`src/rtl/sysref_seq_pkg.sv`:
```
// Shared types and constants for the SYSREF sequencer and its period monitor.
package sysref_seq_pkg;

  typedef enum logic [2:0] {IDLE, ARM, RUN, DRAIN, DONE} seq_state_e;

  localparam int ARM_CYCLES           = 3;
  localparam int DRAIN_NOPULSE_CYCLES = 2;
  localparam int DRAIN_TIMEOUT_PAD    = 8;

  localparam logic MODE_CONT    = 1'b0;
  localparam logic MODE_COUNTED = 1'b1;

endpackage

```
`src/rtl/sysref_sequencer_period_monitor.sv`:
```
// SYSREF edge detect plus interval counter; flags any pulse interval in RUN that is not exactly P.
module sysref_period_monitor
  import sysref_seq_pkg::*;
#(
  parameter int P_W = 17
) (
  input  logic           coreclk,
  input  logic           reset_n,
  input  logic           sysref_in,
  input  logic           restart,
  input  logic           check_en,
  input  logic           clear,
  input  logic [P_W-1:0] period,
  output logic           rise,
  output logic           period_err
);

  localparam int C_W = P_W + 1;

  logic           sysref_d;
  logic [C_W-1:0] ival;

  assign rise = sysref_in & ~sysref_d;

  // ival holds the number of cycles since gen_reset fell or since the last pulse
  always_ff @(posedge coreclk) begin
    if (!reset_n) begin
      sysref_d   <= 1'b0;
      ival       <= '0;
      period_err <= 1'b0;
    end else begin
      sysref_d <= sysref_in;
      if (restart)
        ival <= '0;
      else if (rise)
        ival <= C_W'(1);
      else if (ival != '1)
        ival <= ival + 1'b1;

      if (clear)
        period_err <= 1'b0;
      else if (check_en && ((rise && ival != C_W'(period)) || (!rise && ival == '1)))
        period_err <= 1'b1;
    end
  end

endmodule

```
`src/rtl/sysref_sequencer.sv`:
```
// SYSREF generator sequencer: configure, arm, run, drain and report status.
// Optional SYSREF_SEQ_PERIOD_CHECK_EN builds the pulse-interval checker.
module sysref_sequencer
  import sysref_seq_pkg::*;
#(
  parameter int K_W   = 6,
  parameter int F_W   = 9,
  parameter int CNT_W = 16
) (
  input  logic             coreclk,
  input  logic             reset_n,
  input  logic [K_W-1:0]   cfg_k,
  input  logic [F_W-1:0]   cfg_f,
  input  logic             cfg_mode,
  input  logic [CNT_W-1:0] cfg_pulse_num,
  input  logic             cfg_single_pulse_on_stop,
  input  logic             start,
  input  logic             stop,
  input  logic             sysref_in,
  output logic             gen_reset,
  output logic [K_W-1:0]   gen_k_value,
  output logic [F_W-1:0]   gen_f_value,
  output logic             gen_stop_generating,
  output logic             gen_no_single_pulse_after_stop,
  output logic             busy,
  output logic             done,
  output logic             cfg_err,
  output logic [CNT_W-1:0] pulse_count,
  output logic             timeout_err,
  output logic             period_err
);

  localparam int P_W  = K_W + F_W + 2;
  localparam int PH_W = K_W + F_W + 3;

  seq_state_e       state, state_nxt;
  logic [P_W-1:0]   p_q, p_calc;
  logic [PH_W-1:0]  phase_cnt, timeout_lim;
  logic [CNT_W-1:0] pulse_num_q, cnt_inc;
  logic             mode_q, single_q, trail_q;
  logic             rise, cfg_ok;
  logic             accept, reject, stop_trail, count_pulse, timeout_hit;

  assign cfg_ok      = (cfg_k != '0) && (cfg_f != '0) &&
                       (cfg_mode == MODE_CONT || cfg_pulse_num != '0);
  assign p_calc      = (P_W'(cfg_k) * P_W'(cfg_f)) << 2;
  assign timeout_lim = PH_W'(p_q) + PH_W'(DRAIN_TIMEOUT_PAD - 1);
  assign cnt_inc     = (&pulse_count) ? pulse_count : pulse_count + 1'b1;

`ifdef SYSREF_SEQ_PERIOD_CHECK_EN
  logic restart, check_en;
  assign restart  = (state == ARM) && (state_nxt == RUN);
  assign check_en = (state == RUN);

  sysref_period_monitor #(.P_W(P_W)) u_period_monitor (
    .coreclk    (coreclk),
    .reset_n    (reset_n),
    .sysref_in  (sysref_in),
    .restart    (restart),
    .check_en   (check_en),
    .clear      (accept),
    .period     (p_q),
    .rise       (rise),
    .period_err (period_err)
  );
`else
  logic sysref_d;
  always_ff @(posedge coreclk) begin
    if (!reset_n) sysref_d <= 1'b0;
    else          sysref_d <= sysref_in;
  end
  assign rise       = sysref_in & ~sysref_d;
  assign period_err = 1'b0;
`endif

  always_ff @(posedge coreclk) begin
    if (!reset_n) state <= IDLE;
    else          state <= state_nxt;
  end

  always_comb begin
    state_nxt   = state;
    accept      = 1'b0;
    reject      = 1'b0;
    stop_trail  = 1'b0;
    count_pulse = 1'b0;
    timeout_hit = 1'b0;
    case (state)
      IDLE: begin
        if (start) begin
          if (cfg_ok) begin
            accept    = 1'b1;
            state_nxt = ARM;
          end else begin
            reject = 1'b1;
          end
        end
      end
      ARM: begin
        if (stop)
          state_nxt = DRAIN;
        else if (phase_cnt == PH_W'(ARM_CYCLES - 1))
          state_nxt = RUN;
      end
      RUN: begin
        count_pulse = rise;
        // The Nth pulse wins over a coincident stop: counted completion never expects a trailer
        if (rise && mode_q == MODE_COUNTED && cnt_inc == pulse_num_q) begin
          state_nxt = DRAIN;
        end else if (stop) begin
          state_nxt  = DRAIN;
          stop_trail = single_q;
        end
      end
      DRAIN: begin
        if (trail_q) begin
          if (rise) begin
            count_pulse = 1'b1;
            state_nxt   = DONE;
          end else if (phase_cnt == timeout_lim) begin
            timeout_hit = 1'b1;
            state_nxt   = DONE;
          end
        end else if (phase_cnt == PH_W'(DRAIN_NOPULSE_CYCLES - 1)) begin
          state_nxt = DONE;
        end
      end
      DONE:    state_nxt = IDLE;
      default: state_nxt = IDLE;
    endcase
  end

  always_ff @(posedge coreclk) begin
    if (!reset_n) begin
      gen_reset                      <= 1'b1;
      gen_stop_generating            <= 1'b1;
      gen_no_single_pulse_after_stop <= 1'b1;
      gen_k_value                    <= '0;
      gen_f_value                    <= '0;
      pulse_count                    <= '0;
      busy                           <= 1'b0;
      done                           <= 1'b0;
      cfg_err                        <= 1'b0;
      timeout_err                    <= 1'b0;
      p_q                            <= '0;
      phase_cnt                      <= '0;
      pulse_num_q                    <= '0;
      mode_q                         <= MODE_CONT;
      single_q                       <= 1'b0;
      trail_q                        <= 1'b0;
    end else begin
      busy                <= (state_nxt != IDLE);
      done                <= (state == DONE);
      cfg_err             <= reject;
      gen_stop_generating <= (state_nxt inside {IDLE, DRAIN, DONE});
      phase_cnt           <= (state_nxt != state) ? '0 : phase_cnt + 1'b1;

      // gen_reset stays high through a DRAIN entered from ARM
      if (state_nxt inside {IDLE, ARM, DONE})
        gen_reset <= 1'b1;
      else if (state_nxt == RUN)
        gen_reset <= 1'b0;

      if (accept) begin
        gen_k_value                    <= cfg_k;
        gen_f_value                    <= cfg_f;
        gen_no_single_pulse_after_stop <= ~cfg_single_pulse_on_stop;
        p_q                            <= p_calc;
        pulse_num_q                    <= cfg_pulse_num;
        mode_q                         <= cfg_mode;
        single_q                       <= cfg_single_pulse_on_stop;
        pulse_count                    <= '0;
        timeout_err                    <= 1'b0;
      end else if (count_pulse) begin
        pulse_count <= cnt_inc;
      end

      if (timeout_hit)
        timeout_err <= 1'b1;

      // Suppress the generator's trailer whenever the drain will not wait for it
      if (state_nxt == DRAIN && state != DRAIN) begin
        trail_q <= stop_trail;
        if (!stop_trail)
          gen_no_single_pulse_after_stop <= 1'b1;
      end
    end
  end

endmodule

```
`config.mk`:
```
export PLATFORM = sky130hd
export DESIGN_NAME = sysref_sequencer
export DESIGN_NICKNAME = d
export VERILOG_FILES = /design/src/rtl/sysref_seq_pkg.sv /design/src/rtl/sysref_sequencer_period_monitor.sv /design/src/rtl/sysref_sequencer.sv
export SDC_FILE = /design/constraint.sdc
export NUM_CORES = 1
export LEC_CHECK = 0
export BUFFER_PORTS_ARGS = -buffer_cell sky130_fd_sc_hd__buf_2
export CELL_PAD_IN_SITES_DETAIL_PLACEMENT = 2
export CELL_PAD_IN_SITES_GLOBAL_PLACEMENT = 2
export CORE_MARGIN = 2
export CORE_UTILIZATION = 35
export CTS_BUF_LIST = sky130_fd_sc_hd__clkbuf_16
export DETAILED_ROUTE_END_ITERATION = 8
export GPL_ROUTABILITY_DRIVEN = 0
export PLACE_DENSITY = 0.86
export SLEW_MARGIN = 10
export SYNTH_ARGS = -nofsm -noshare
export SYNTH_HDL_FRONTEND = slang
export SYNTH_SLANG_ARGS = --single-unit
```
`constraint.sdc`:
```
create_clock -name coreclk -period 4.7 [get_ports coreclk]
set_input_delay 0.235 -clock coreclk [delete_from_list [all_inputs] [get_ports coreclk]]
set_output_delay 0.235 -clock coreclk [all_outputs]
set_load 0.005 [all_outputs]
```
==> flow_summary.yaml <==
critical_path:
  crit_path_frequent_cell: "a21o_1"
  max_stage_delay_ns: 0.54
  critPathKind: "primary input to register"
  crit_path_cell_trace: "buf_2 -> and2_1 -> fa_1 -> ha_1 -> inv_1 -> fa_1 -> inv_1 -> ha_1 -> a21o_1 -> a21oi_1 -> o21bai_1 -> a21o_1 -> a21oi_1 -> o2111ai_1 -> a21o_1 -> a21o_1 -> a311o_1"
  reg2reg_to: "phase_cnt[9]$_SDFF_PP0_"
  rrSetupSlack_ns: 0.82
  startpoint_type: "primary input"
  critPathMaxFanout: 11
  cp.arrival_ns: 4.30
  cp.required_ns: 4.95
  reg2reg_from: "pulse_count[0]$_SDFFE_PP0P_"
  r2r_cells: 10
  critPathSlowestCell: "fa_1"
  crit_path_end_kind: "register"
clocking:
  clk_path_buf_depth: 2
  clk_pin_slew_worst_paths_ns: 0.07
  cts_hold_buf: 0
  cts_tree: "built"
  clk_latency_ns: 0.36
  h-tree-depth: 3
  post_cts.repair.setup_buffers: 0
  cts_made_buffers: 9
  clockRootBuffer: "clkbuf_16"
  ctsResizeCount: 0
  cts.sinks: 94
route:
  via_count: 5992
  wl_per_cell_um: 19.68
  drtPass1Iterations: 4
  drc: 0
  initialDrtViolationCount: 240
  viasPerCell: 5.538
  routed_wl_um: 21300
  final_antenna_net_count: 0
synthesis:
  synth_top_area_share: 0.2878
  synth_top_area_cell: "dfxtp_1"
  synthXorXnorAreaFrac: 0.1005
  synth_top_family_by_area: "simple AND/OR/NAND/NOR gates"
  syn_inst: 813
  synth_area_leaders: "dfxtp_1 (29%), fa_1 (8.9%), nand2_1 (8.5%)"
  synth_most_common_cell: "nand2_1"
  async_flop_share: 0
  netlist_area_mm2: 0.006538
  synth.distinct_cells: 68
  synth_mux_area_frac: 0.008038
  synth_compound_area_frac: 0.1307
  synth_edf_count: 0
  synthFlopType: "dfxtp_1"
  synth-adder-area-share: 0.1424
  yosys-top-cells-count: "nand2_1 (148), dfxtp_1 (94), nor2_1 (63)"
  synth_area_per_cell_um2: 8.041
  yosys_warnings: 0
  ys_ff_latch: 94
  postSynthNetCount: 908
  synth-simple-area-share: 0.2754
  ys_seq_area_frac: 0.2878
sta:
  rsz0062_at_grt: "no"
  skew_ns: 0.01048
  finalSetupTns_ns: 0
  finalHoldViolCount: 0
  slew_viol_final: 0
  finalSetupViolCount: 0
  period_share: 0.8606
  tightestPinTransition_ns: 1.043
  min_period_ns: 4.045
  fmax_ghz: 0.2472
  relSlewSlack: 0.3048
die:
  core_mm2: 0.01815
  io_pins: 77
  floorplan.initialDensity: 0.3602
  dieArea_mm2: 0.01979
  die_x_um: 140.7
  num_rows: 49
  dieHeight_um: 140.7
grt:
  grt_pass1_wl_um: 35450
  grt_pass1_vias: 6558
  grt_use_total: 0.2235
  antenna_found_initial: 0
  overflow: 0
  grt_max_degree: 55
pwr:
  design_power_total_mw: 2.514
  p_leak_nw: 2.926
  p_seq_frac: 0.379
  internal_power_mw: 1.609
  comb_power_share: 0.319
  clkPwrFrac: 0.302
  switchingPower_mw: 0.9046
  swShare: 0.3598
  ir_worst_vdd_v: 0.0002190
  power.density_mw_per_mm2: 344.3
layout:
  fin_nets: 943
  drive_above_1_share: 0.1290
  syn2layout_area_growth_pct: 11.67
  n_antenna_cell: 0
  final_area_mm2: 0.007301
worst_hold_path:
  min_to: "sysref_d$_SDFF_PN0_"
  holdCritPathClass: "primary input to register"
  hold_start: "sysref_in"
  hold_path_depth: 2
place:
  io_buffers: 75
  placed_cell_area_mm2: 0.007003
  hpwl_um: 16070
job:
  maxCapViolCount: 0
status:
  status: "complete, no violations"
power groups by stage:
stage,Combinational [mW],Clock [mW],Sequential (mW)
3_3_place_gp,0.746,0,0.964
2_1_floorplan,0.587,0,0.937
6_report,0.802,0.760,0.952
4_1_cts,0.815,0.773,0.952
3_5_place_dp,0.794,0,0.969
5_1_grt,0.902,0.799,0.964
sequential cells by signal, indices dropped and copies added (netlist names), 3 cells and up:
| register | cells |
|---|---|
| pulse_num_q | 16 |
| pulse_count | 16 |
| p_q | 15 |
| phase_cnt | 18 |
| gen_f_value | 9 |
| state | 3 |
| gen_k_value | 6 |
stage by stage:
step | hold slack [ns] | std cells | util | worst slack [ns]
final | 0.08609 | 1082 | 0.4023 | 0.6554
after global routing | 0.09149 | 1082 | 0.4023 | 0.4711
after CTS | 0.08356 | 1082 | 0.4023 | 0.6408
after detailed placement | 0.4506 | 1066 | 0.3859 | 0.3193
after global placement | 0.4400 | 1066 | 0.3859 | 0.5036
after floorplan | 0.3567 | 813 | - | 0.7023
placed cells by master (no fill, tap or decap), types with 10 or more instances in the layout:
cell	Yosys	routed
dfxtp_1	94	94
nor4_1	16	16
and2_1	30	30
xnor2_1	49	49
xor2_1	26	26
buf_2	9	75
ha_1	28	28
fa_1	29	29
inv_1	36	37
nor3_1	10	10
nand2_1	148	148
nor2_1	63	63
nand4_1	13	13
a21oi_1	60	60
nand3_1	33	32
metal layers:
| metal | track usage | routed length [µm] | vias to the layer above |
|---|---|---|---|
| met3 | 0.03465 | 717 | 20 |
| met4 | 0.06053 | 315 | 0 |
| met5 | 0 | 0 | - |
| met1 | 0.2895 | 9591 | 3039 |
| met2 | 0.3882 | 10670 | 107 |
| li1 | - | - | 2826 |
cells by family after synthesis:
kind of cell               Yosys count
AOI/OAI and AO/OA                  129
adders and majority gates           57
xor gates and xnor gates            75
and+or+nand+nor                    362
other                                1
muxes                                5
DFF                                 94
buffers and inverters               90
final cells by class:
| class | count | area, µm² |
|---|---|---|
| clock buffers | 9 | 225.2 |
| flip-flops and latches | 94 | 1882 |
| multi-input cells | 629 | 4305 |
| repair buffers | 77 | 390.4 |
| well taps | 229 | 286.5 |
| clock inverters | 7 | 72.57 |
| inverters | 37 | 138.9 |
| fillers | 2082 | 10850 |
worst max path at each step:
stage             start                    to  slack (ns)
2_1_floorplan  cfg_k[2]  p_q[16]$_SDFFE_PN0P_        0.70
3_3_place_gp   cfg_k[2]  p_q[16]$_SDFFE_PN0P_        0.50
3_5_place_dp   cfg_k[5]  p_q[16]$_SDFFE_PN0P_        0.32
4_1_cts        cfg_k[2]  p_q[16]$_SDFFE_PN0P_        0.64
5_1_grt        cfg_k[1]  p_q[16]$_SDFFE_PN0P_        0.47
6_report       cfg_k[2]  p_q[16]$_SDFFE_PN0P_        0.66
critical path, delay by kind of cell:
kind | cells | cell delay, ns
compound gates | 9 | 1.94
fa+ha+maj | 4 | 1.63
buf+inv | 3 | 0.30
simple gates | 1 | 0.19
Note: power is estimated with default switching activity, not from simulation.
